`config.mk`:
```
export PLATFORM = sky130hd
export DESIGN_NAME = instr_decode_stage_flat
export DESIGN_NICKNAME = d
export VERILOG_FILES = /design/src/rtl/decode_pkg.sv /design/src/rtl/instr_decode_stage_if.sv /design/src/rtl/decode_fields.sv /design/src/rtl/instr_decode_stage.sv /design/src/flat_wrapper.sv
export SDC_FILE = /design/constraint.sdc
export NUM_CORES = 1
export LEC_CHECK = 0
export ABC_AREA = 1
export CAP_MARGIN = 15
export CORE_MARGIN = 4
export CORE_UTILIZATION = 50
export DETAILED_ROUTE_END_ITERATION = 16
export PLACE_DENSITY = 0.8
export RECOVER_POWER = 25
export SYNTH_ARGS = -nofsm -noshare
export SYNTH_HDL_FRONTEND = slang
export SYNTH_SLANG_ARGS = --single-unit
```
`constraint.sdc`:
```
create_clock -name clk -period 2.73 [get_ports clk]
set_input_delay 0.4095 -clock clk [delete_from_list [all_inputs] [get_ports clk]]
set_output_delay 0.4095 -clock clk [all_outputs]
set_load 0.05 [all_outputs]
```
`src/rtl/decode_pkg.sv`:
```
// Shared opcode/funct constants, instruction class enum and decoded-field
// record used by the decode stage and its field decoder.
package decode_pkg;

  localparam logic [5:0] OP_RTYPE = 6'h00;
  localparam logic [5:0] OP_J     = 6'h02;
  localparam logic [5:0] OP_JAL   = 6'h03;
  localparam logic [5:0] OP_BEQ   = 6'h04;
  localparam logic [5:0] OP_BNE   = 6'h05;
  localparam logic [5:0] OP_ADDI  = 6'h08;
  localparam logic [5:0] OP_ADDIU = 6'h09;
  localparam logic [5:0] OP_SLTI  = 6'h0A;
  localparam logic [5:0] OP_SLTIU = 6'h0B;
  localparam logic [5:0] OP_ANDI  = 6'h0C;
  localparam logic [5:0] OP_ORI   = 6'h0D;
  localparam logic [5:0] OP_XORI  = 6'h0E;
  localparam logic [5:0] OP_LUI   = 6'h0F;
  localparam logic [5:0] OP_LW    = 6'h23;
  localparam logic [5:0] OP_SW    = 6'h2B;

  localparam logic [5:0] FN_SLL  = 6'h00;
  localparam logic [5:0] FN_SRL  = 6'h02;
  localparam logic [5:0] FN_JR   = 6'h08;
  localparam logic [5:0] FN_ADD  = 6'h20;
  localparam logic [5:0] FN_NOR  = 6'h27;
  localparam logic [5:0] FN_SLT  = 6'h2A;
  localparam logic [5:0] FN_SLTU = 6'h2B;

  typedef enum logic [1:0] {
    CLASS_R = 2'b00,
    CLASS_I = 2'b01,
    CLASS_J = 2'b10
  } instr_class_e;

  // XLEN-independent part of a decoded record; the stage appends the
  // XLEN-wide immediate to form the stored record.
  typedef struct packed {
    logic [5:0]   op;
    logic [4:0]   rs;
    logic [4:0]   rt;
    logic [4:0]   rd;
    logic [4:0]   shamt;
    logic [5:0]   funct;
    logic [25:0]  addr;
    instr_class_e cls;
    logic         illegal;
  } decode_fields_t;

endpackage

```
`src/rtl/instr_decode_stage_if.sv`:
```
// Handshake and decoded-record bus of the decode stage; master = fetch/execute
// side driving the stage, slave = the stage itself.
interface instr_decode_stage_if #(
  parameter int XLEN  = 32,
  parameter int DEPTH = 2
);
  localparam int LW = $clog2(DEPTH + 1);

  logic            flush;
  logic            in_valid;
  logic            in_ready;
  logic [31:0]     in_instr;
  logic            out_valid;
  logic            out_ready;
  logic [5:0]      out_op;
  logic [4:0]      out_rs;
  logic [4:0]      out_rt;
  logic [4:0]      out_rd;
  logic [4:0]      out_shamt;
  logic [5:0]      out_funct;
  logic [XLEN-1:0] out_imm;
  logic [25:0]     out_addr;
  logic [1:0]      out_class;
  logic            out_illegal;
  logic [LW-1:0]   level;

  modport master (
    output flush, in_valid, in_instr, out_ready,
    input  in_ready, out_valid, out_op, out_rs, out_rt, out_rd, out_shamt,
           out_funct, out_imm, out_addr, out_class, out_illegal, level
  );

  modport slave (
    input  flush, in_valid, in_instr, out_ready,
    output in_ready, out_valid, out_op, out_rs, out_rt, out_rd, out_shamt,
           out_funct, out_imm, out_addr, out_class, out_illegal, level
  );

endinterface

```
`src/rtl/decode_fields.sv`:
```
// Combinational MIPS word-to-record decoder: field split, class, immediate
// extension and, with DECODE_ILLEGAL_CHECK_EN defined, illegal flagging.
module decode_fields
  import decode_pkg::*;
#(
  parameter int XLEN = 32
) (
  input  logic [31:0]     instr,
  output decode_fields_t  fields,
  output logic [XLEN-1:0] imm
);

  logic [5:0] op;
  logic [5:0] funct;

  assign op    = instr[31:26];
  assign funct = instr[5:0];

  always_comb begin
    fields         = '0;
    fields.op      = op;
    fields.rs      = instr[25:21];
    fields.rt      = instr[20:16];
    fields.rd      = instr[15:11];
    fields.shamt   = instr[10:6];
    fields.funct   = funct;
    fields.addr    = instr[25:0];

    if (op == OP_RTYPE)
      fields.cls = CLASS_R;
    else if (op == OP_J || op == OP_JAL)
      fields.cls = CLASS_J;
    else
      fields.cls = CLASS_I;

`ifdef DECODE_ILLEGAL_CHECK_EN
    case (op)
      OP_RTYPE:
        fields.illegal = !(funct inside {FN_SLL, FN_SRL, FN_JR, [FN_ADD:FN_NOR],
                                         FN_SLT, FN_SLTU});
      OP_J, OP_JAL, OP_BEQ, OP_BNE, OP_ADDI, OP_ADDIU, OP_SLTI, OP_SLTIU,
      OP_ANDI, OP_ORI, OP_XORI, OP_LUI, OP_LW, OP_SW:
        fields.illegal = 1'b0;
      default:
        fields.illegal = 1'b1;
    endcase
`else
    fields.illegal = 1'b0;
`endif
  end

  // Logical immediates zero-extend; everything else (R/J included) sign-extends.
  always_comb begin
    if (op inside {OP_ANDI, OP_ORI, OP_XORI, OP_LUI})
      imm = XLEN'(instr[15:0]);
    else
      imm = XLEN'(signed'(instr[15:0]));
  end

endmodule

```
`src/rtl/instr_decode_stage.sv`:
```
// Registered MIPS decode stage: decodes on entry and holds DEPTH decoded records
// in order behind a valid/ready handshake. Optional macro DECODE_ILLEGAL_CHECK_EN.
module instr_decode_stage
  import decode_pkg::*;
#(
  parameter int XLEN  = 32,
  parameter int DEPTH = 2
) (
  input logic               clk,
  input logic               rst_n,
  instr_decode_stage_if.slave bus
);

  localparam int PW = (DEPTH > 1) ? $clog2(DEPTH) : 1;
  localparam int LW = $clog2(DEPTH + 1);

  typedef struct packed {
    decode_fields_t  f;
    logic [XLEN-1:0] imm;
  } record_t;

  decode_fields_t  dec_fields;
  logic [XLEN-1:0] dec_imm;
  record_t         mem [DEPTH];
  record_t         last_rec;
  record_t         head;
  logic [PW-1:0]   wr_ptr;
  logic [PW-1:0]   rd_ptr;
  logic [LW-1:0]   level;
  logic            push;
  logic            pop;

  decode_fields #(.XLEN(XLEN)) u_fields (
    .instr  (bus.in_instr),
    .fields (dec_fields),
    .imm    (dec_imm)
  );

  assign bus.in_ready  = (level < LW'(DEPTH));
  assign bus.out_valid = (level != '0);
  assign push          = bus.in_valid && bus.in_ready;
  assign pop           = bus.out_valid && bus.out_ready;

  // An empty buffer keeps presenting the record most recently popped.
  assign head = (level != '0) ? mem[rd_ptr] : last_rec;

  assign bus.out_op      = head.f.op;
  assign bus.out_rs      = head.f.rs;
  assign bus.out_rt      = head.f.rt;
  assign bus.out_rd      = head.f.rd;
  assign bus.out_shamt   = head.f.shamt;
  assign bus.out_funct   = head.f.funct;
  assign bus.out_imm     = head.imm;
  assign bus.out_addr    = head.f.addr;
  assign bus.out_class   = head.f.cls;
  assign bus.out_illegal = head.f.illegal;
  assign bus.level       = level;

  always_ff @(posedge clk or negedge rst_n) begin
    if (!rst_n) begin
      for (int i = 0; i < DEPTH; i++) mem[i] <= '0;
      last_rec <= '0;
      wr_ptr   <= '0;
      rd_ptr   <= '0;
      level    <= '0;
    end else if (bus.flush) begin
      wr_ptr <= '0;
      rd_ptr <= '0;
      level  <= '0;
    end else begin
      if (push) begin
        mem[wr_ptr] <= '{f: dec_fields, imm: dec_imm};
        wr_ptr      <= wr_ptr + PW'(1);
      end
      if (pop) begin
        last_rec <= mem[rd_ptr];
        rd_ptr   <= rd_ptr + PW'(1);
      end
      if (push && !pop)
        level <= level + LW'(1);
      else if (pop && !push)
        level <= level - LW'(1);
    end
  end

endmodule

```
`src/flat_wrapper.sv`:
```
// flat-port wrapper written by rule: the top's interface ports become plain ports
module instr_decode_stage_flat import decode_pkg::*;
#(
  parameter int XLEN  = 32,
  parameter int DEPTH = 2
)
  (clk, rst_n, bus_flush, bus_in_valid, bus_in_instr, bus_out_ready, bus_in_ready, bus_out_valid, bus_out_op, bus_out_rs, bus_out_rt, bus_out_rd, bus_out_shamt, bus_out_funct, bus_out_imm, bus_out_addr, bus_out_class, bus_out_illegal, bus_level);
  instr_decode_stage_if #(.XLEN(XLEN), .DEPTH(DEPTH)) bus_i ();
  input logic clk;
  input logic rst_n;
  input wire logic [$bits(bus_i.flush)-1:0] bus_flush;
  input wire logic [$bits(bus_i.in_valid)-1:0] bus_in_valid;
  input wire logic [$bits(bus_i.in_instr)-1:0] bus_in_instr;
  input wire logic [$bits(bus_i.out_ready)-1:0] bus_out_ready;
  output wire logic [$bits(bus_i.in_ready)-1:0] bus_in_ready;
  output wire logic [$bits(bus_i.out_valid)-1:0] bus_out_valid;
  output wire logic [$bits(bus_i.out_op)-1:0] bus_out_op;
  output wire logic [$bits(bus_i.out_rs)-1:0] bus_out_rs;
  output wire logic [$bits(bus_i.out_rt)-1:0] bus_out_rt;
  output wire logic [$bits(bus_i.out_rd)-1:0] bus_out_rd;
  output wire logic [$bits(bus_i.out_shamt)-1:0] bus_out_shamt;
  output wire logic [$bits(bus_i.out_funct)-1:0] bus_out_funct;
  output wire logic [$bits(bus_i.out_imm)-1:0] bus_out_imm;
  output wire logic [$bits(bus_i.out_addr)-1:0] bus_out_addr;
  output wire logic [$bits(bus_i.out_class)-1:0] bus_out_class;
  output wire logic [$bits(bus_i.out_illegal)-1:0] bus_out_illegal;
  output wire logic [$bits(bus_i.level)-1:0] bus_level;
  assign bus_i.flush = bus_flush;
  assign bus_i.in_valid = bus_in_valid;
  assign bus_i.in_instr = bus_in_instr;
  assign bus_i.out_ready = bus_out_ready;
  assign bus_in_ready = bus_i.in_ready;
  assign bus_out_valid = bus_i.out_valid;
  assign bus_out_op = bus_i.out_op;
  assign bus_out_rs = bus_i.out_rs;
  assign bus_out_rt = bus_i.out_rt;
  assign bus_out_rd = bus_i.out_rd;
  assign bus_out_shamt = bus_i.out_shamt;
  assign bus_out_funct = bus_i.out_funct;
  assign bus_out_imm = bus_i.out_imm;
  assign bus_out_addr = bus_i.out_addr;
  assign bus_out_class = bus_i.out_class;
  assign bus_out_illegal = bus_i.out_illegal;
  assign bus_level = bus_i.level;
  instr_decode_stage #(.XLEN(XLEN), .DEPTH(DEPTH)) u_core (.clk(clk), .rst_n(rst_n), .bus(bus_i));
endmodule
```
# Word-level counts from Yosys, hierarchy flattened
# Cells that the tools add are included.
dict set report word_totals {
  word_cells 83
  input_bits 37
  out_inout_bits 97
  register_bits 283
}
dict set report classes {
  n_reduce_logical 16
  n_addsub 4
  eq_ne 6
  bitwise_logic 3
  muxes 17
  magnitude_cmp 4
}
# cell n
set op_table {}
lappend op_table {{93-bit 2-to-1 mux} 5}
lappend op_table {{186-bit bitwise mux} 1}
lappend op_table {{93-bit demux with 1-bit select} 1}
lappend op_table {{32-bit 2-to-1 mux} 1}
lappend op_table {{6-bit by 4-bit == test with 1-bit output, second input constant} 4}
lappend op_table {{6-bit by 2-bit == test with 1-bit output, second input constant} 2}
lappend op_table {{2-bit 2-to-1 mux} 5}
lappend op_table {{6-bit zero test} 1}
lappend op_table {{2-bit nonzero test} 3}
lappend op_table {{1-bit logical AND} 5}
lappend op_table {{2-bit greater-or-equal comparator, second input constant} 2}
lappend op_table {{1-bit 2-to-1 mux} 4}
lappend op_table {{1-bit NOT with 2-bit output} 2}
lappend op_table {{2-bit AND reduction} 2}
lappend op_table {{4-bit nonzero test} 1}
lappend op_table {{3-bit nonzero test} 1}
lappend op_table {{1-bit adder, second input constant} 2}
lappend op_table {{2-bit by 1-bit adder with 2-bit output, second input constant} 1}
lappend op_table {{1-bit zero test} 2}
lappend op_table {{2-bit by 1-bit < comparator with 1-bit output, second input constant} 1}
lappend op_table {{2-bit < comparator, second input constant} 1}
lappend op_table {{2-bit by 1-bit subtractor with 2-bit output, second input constant} 1}
lappend op_table {{1-bit logical OR} 1}
lappend op_table {{1-bit NOT} 1}

# Logic depth before layout (Yosys ltp)
dict set report depth {
  word_depth 7
  ltp_mapped 10
  mapped_depth_nobuf 8
}

# By module
# From an unflattened synthesis, not the netlist that was laid out.
dict set report unflattened {
  cells_unflattened 1723
  area_unflattened_um2 13730.7
}
# module seq_area_each_um2 n_inst cells_per_inst area_per_inst_um2
set modules_own_cells {}
lappend modules_own_cells {instr_decode_stage 7081.8 1 1621 13005.0}
lappend modules_own_cells {decode_fields 0.0 1 102 725.7}

# Worst setup path after synthesis
# No wires, ideal clock.
dict set report synth_timing {
  kind {flip-flop to output port}
  startpoint {register u_core.level[1] (netlist: u_core.bus.level[1])}
  endpoint {output port bus_out_imm[17]}
  path_slack_ns -1.444
  path_buffers 3
  t_arrival_ns 3.765
  required_time_ns 2.321
  stages_incl_launch_ff 7
  path_cell_list {dfrtp_1 > inv_2 > nand2_1 > buf_2 > buf_2 > o21ai_0 > buf_4}
}
dict set report synth_between {
  elab_chain_cells 2
}
# item line
set synth_lines {}
lappend synth_lines {{from (decl)} instr_decode_stage.sv:29} ;# logic [LW-1:0] level;
lappend synth_lines {{from (signal assigned)} instr_decode_stage.sv:80} ;# level <= level + LW'(1);
lappend synth_lines {{from (signal assigned)} instr_decode_stage.sv:82} ;# level <= level - LW'(1);
lappend synth_lines {{2-bit nonzero test} -}
lappend synth_lines {{via bus_out_valid} flat_wrapper.sv:16} ;# output wire logic [$bits(bus_i.out_valid)-1:0] bus_out_valid;
lappend synth_lines {{93-bit 2-to-1 mux} instr_decode_stage.sv:45} ;# assign head = (level != '0) ? mem[rd_ptr] : last_rec;
lappend synth_lines {{to (decl)} flat_wrapper.sv:23} ;# output wire logic [$bits(bus_i.out_imm)-1:0] bus_out_imm;
# The timed path passes the listed nets, and every way through them passes these cells.

# Final worst setup path
dict set report layout_timing {
  startpoint {register u_core.rd_ptr}
  endpoint {output port bus_out_addr[1]}
}
dict set report layout_between {
  elab_chain_cells 5
}
# item line
set layout_lines {}
lappend layout_lines {{from (decl)} instr_decode_stage.sv:28} ;# logic [PW-1:0] rd_ptr;
lappend layout_lines {{from (signal assigned)} instr_decode_stage.sv:77} ;# rd_ptr <= rd_ptr + PW'(1);
lappend layout_lines {{1-bit NOT with 2-bit output (implied by the code)} instr_decode_stage.sv:45}
lappend layout_lines {{93-bit 2-to-1 mux (implied by the code) (3 in series)} instr_decode_stage.sv:45}
lappend layout_lines {{93-bit 2-to-1 mux} instr_decode_stage.sv:45}
lappend layout_lines {{to (decl)} flat_wrapper.sv:24} ;# output wire logic [$bits(bus_i.out_addr)-1:0] bus_out_addr;
# Every way passes these cells. The select of a mux whose other input is x is not followed.

==> results <==
- The number of setup buffers added after CTS is 0.
- The maximum clock insertion buffer count is 2.
- The number of storage elements in the synthesis netlist is about 110.
- The top cell family by delay on the critical path is flip-flops.
- The final antenna-violating net count is 0.
- The number of antenna violations at the first check in global routing is 0.
- The number of different library cells used by synthesis comes to 27.
- The clock-pin slew on the worst setup and hold paths is about 0.070 ns.
- The worst-path cell with the longest stage delay is sky130_fd_sc_hd__dfrtp_2.
- The average wire per cell in the routed design is between 15 and 20 µm.
- Counting instances, the worst hold path has a depth of 2.
- The part of the Yosys area used for sequential elements is 48.1%.
- The worst setup path is launched from a flop.
- The reg-to-reg critical path endpoint is u_core.rd_ptr.
- At the worst endpoint, the arrival time is about 2.1 ns.
- The critical path is of the reg2out type.
- The layout overhead on the synthesized area is 38.0%.
- Pin placement for this block handled between 100 and 150 I/O pins.
- The most instantiated flip-flop cell in the synthesis netlist is sky130_fd_sc_hd__dfrtp_1.
- The antenna cell count is 0.
- The largest net degree at the start of global routing is slightly above 70.
- The number of buffers added by the clock tree synthesis step is 9.
- The violation count after the first detailed-routing iteration is ~190.
- Leaving out fill and tap cells, the most frequent cells in the layout are sky130_fd_sc_hd__nand2_1 (144), sky130_fd_sc_hd__dfrtp_1 (108), sky130_fd_sc_hd__buf_12 (88).
- The CTS root buffer is sky130_fd_sc_hd__clkbuf_16.
- Counting flops with an async set or reset pin after synthesis yields a share of 100%.
- The floorplan core area is between 10000 and 15000 µm².
- The placed cell count is 823.
- The iteration count of the initial detailed-routing pass is 4.
- The number of buffers and inverters on the critical path is 2.
- The cell taking the most area after synthesis is sky130_fd_sc_hd__dfrtp_1.
- The worst slew margin relative to its limit is between 20% and 30%.
- In the final timing run, aggregate negative setup slack is 0 ns.
- The first global-routing pass estimated ~21000 µm of wire.
- The required arrival time at the worst endpoint is between 2 and 2.5 ns.
- For this run the aggregate overflow at the end of global routing stands at 0.
- The netlist area before placement is roughly 5700 µm².
- The y dimension of the die is roughly 110 µm.
- For this run, the number of Yosys warnings is 0.
- Of the available clock period, the critical path in the final layout requires about 94%.
- CTS saw 109 sinks.
- The worst min-delay path endpoint is u_core.mem[148].
- The chip width is 114 µm.
- CTS built an H-tree with a depth of 3.
- After detailed routing, the number of remaining DRC violations is 0.
- Row generation in the floorplan step produced 38 rows.
- After detailed routing, the number of vias per cell comes to 5.07.
- TritonCTS built the clock tree.
- Across all register-to-register paths, the minimum setup slack is 0.69 ns.
- Walking the worst path, the cells encountered are buf_4, mux2_2, nand2_1, o21ai_2, buf_12.
- The total global-route track usage is 19.7%.
- The number of hold violations in the final report was 0.
- Derived from the worst setup path, the maximum achievable clock frequency is between 300 and 400 MHz.
- The final core area utilization is a little under three quarters.
- The later pin in the worst-skew pair is clocked with a latency of approximately 0.33 ns.
- The number of cells on the worst reg-to-reg path is 7.
- A synthesized cell averages about 9 µm².
- At the end of routability-driven placement, the weighted congestion stood at about 0.80.
- Leaving out fill and tap cells, the most frequent cell in the layout is sky130_fd_sc_hd__nand2_1.
- The highest net fanout along the worst path is 24.
- The number of enable-type register cells in the synthesized netlist is 0.
- Detailed placement ended at an HPWL of approximately 9000 µm.
- The run finished with clean final reports.
- Setup violations remaining at the end of the flow were counted as 0.
- The post-placement cell area is about 7600 µm².
- The number of vias in the routed layout is approximately 4300.
- The finished cells cover around 8000 µm².
- The filler cell count is ~770.
- The launch point of the worst hold path is u_core.mem[148].
- The number of global-route vias before repair is 4434.
- In this run the critical register-to-register path is launched from u_core.bus.level[0].
- The critical path endpoint category is an output pin.
- The largest stage delay on the critical path is ~0.78 ns.
- After layout, the minimum clock period comes to between 2 and 3 ns.
- The synthesized net count is roughly 670.
- In the final layout, the share of cells above drive strength 1 is between 30% and 40%.
- The worst min-delay path class is reg2reg.
- The worst-margin pin slew is 1.14 ns.
- The max capacitance violation total is 0.
- The count of port buffers added during placement is between 100 and 150.
- The top cell type by area accounts for about half of the synthesized area.
- The count of pins over their slew limit is 0.
- Clock skew on the completed layout was measured at approximately 0.0075 ns.
- Setup repair after global routing left no endpoint under its margin.
- The total die area is between 10000 and 15000 µm².
- The initial cell density of the core is slightly above 50%.
- Ranked by total cell area, the synthesized netlist is headed by sky130_fd_sc_hd__dfrtp_1 (48%), sky130_fd_sc_hd__nand2_1 (9.6%), sky130_fd_sc_hd__buf_4 (7.8%), sky130_fd_sc_hd__o21ai_0 (7.0%), sky130_fd_sc_hd__mux2_2 (6.6%).
- For this block, the routed nets add up to around 13000 µm of wire.
- The number of instances in the synthesized netlist is between 600 and 700.
- For this run, the number of standard cells in the final layout without fillers is 840.
- The critical path launch point is u_core.rd_ptr.
- In the final design database the tool counted 732 nets.
[final cells by class]
class / count / area [µm²] / share of cell area, %
sequential: 109 / 2730 / 34.9
timing repair buffer: 145 / 2280 / 29.2
multi-input combinational: 351 / 2060 / 26.4
inverter: 79 / 302 / 3.86
clock buffer: 11 / 233 / 2.98
tap: 140 / 175 / 2.24
clock inverter: 5 / 36.3 / 0.464
[sequential cells by signal, indices dropped and copies added, names as in the netlist]
| register | flops |
|---|---|
| u_core.bus.level | 2 |
| u_core.last_rec | 35 |
| u_core.mem | 70 |
| u_core.rd_ptr | 1 |
| u_core.wr_ptr | 1 |
[routing by layer]
| layer | vias up | share of wire (%) | track usage (%) |
|---|---|---|---|
| met5 | - | 0 | 0 |
| met4 | 0 | 2.0 | 6.89 |
| met3 | 20 | 3.6 | 3.33 |
| met2 | 102 | 55 | 35.7 |
| met1 | 2071 | 40 | 23.5 |
| li1 | 2065 | - | - |
[synthesized netlist by cell type, types with 4 or more instances]
cell	n
sky130_fd_sc_hd__buf_2	17
sky130_fd_sc_hd__buf_4	59
sky130_fd_sc_hd__buf_6	10
sky130_fd_sc_hd__clkbuf_1	4
sky130_fd_sc_hd__dfrtp_1	109
sky130_fd_sc_hd__inv_1	73
sky130_fd_sc_hd__inv_2	5
sky130_fd_sc_hd__mux2_2	33
sky130_fd_sc_hd__nand2_1	145
sky130_fd_sc_hd__nand2_2	15
sky130_fd_sc_hd__o21ai_0	79
sky130_fd_sc_hd__o21ai_1	27
sky130_fd_sc_hd__o21ai_2	35
[how the worst max path moves through the flow]
stage                                  end  slack (ns)  depth (start not counted)
after floorplan            bus_out_imm[10]       -0.26                          6
after global placement    bus_out_funct[1]        0.58                          5
after detailed placement  bus_out_shamt[1]        0.48                          6
after CTS                 bus_out_shamt[1]        0.11                          6
after global routing       u_core.mem[185]        0.08                          3
final                      bus_out_addr[1]        0.18                          5
[metrics by stage]
step,worst slack [ns],hold slack (ns)
detailed placement,0.477,0.315
global placement,0.576,0.310
floorplan,-0.264,0.114
finish,0.176,0.482
CTS,0.113,0.483
global route,0.0835,0.495
[cells by family after synthesis]
group                  share of synthesized area [%]
muxes                                           6.56
DFF                                             48.1
AOI/OAI and AO/OA                               15.3
and+or+nand+nor                                 13.0
buffers and inverters                           17.0
other                                         0.0662
[tightest hold or removal path, cell delays in order, from the launching register on]
cell,delay (ns)
sky130_fd_sc_hd__dfrtp_1,0.34
sky130_fd_sc_hd__nand2_1,0.06
sky130_fd_sc_hd__o21ai_2,0.05
[repair_timing]
item,CTS,global route
resized for setup,0,1
hold buffers,1,0
hold endpoints to repair,19,0
endpoints found under the setup margin,0,3
Power is not shown: default switching activity piles up to over one toggle a cycle in this logic, so the estimate is an artifact.
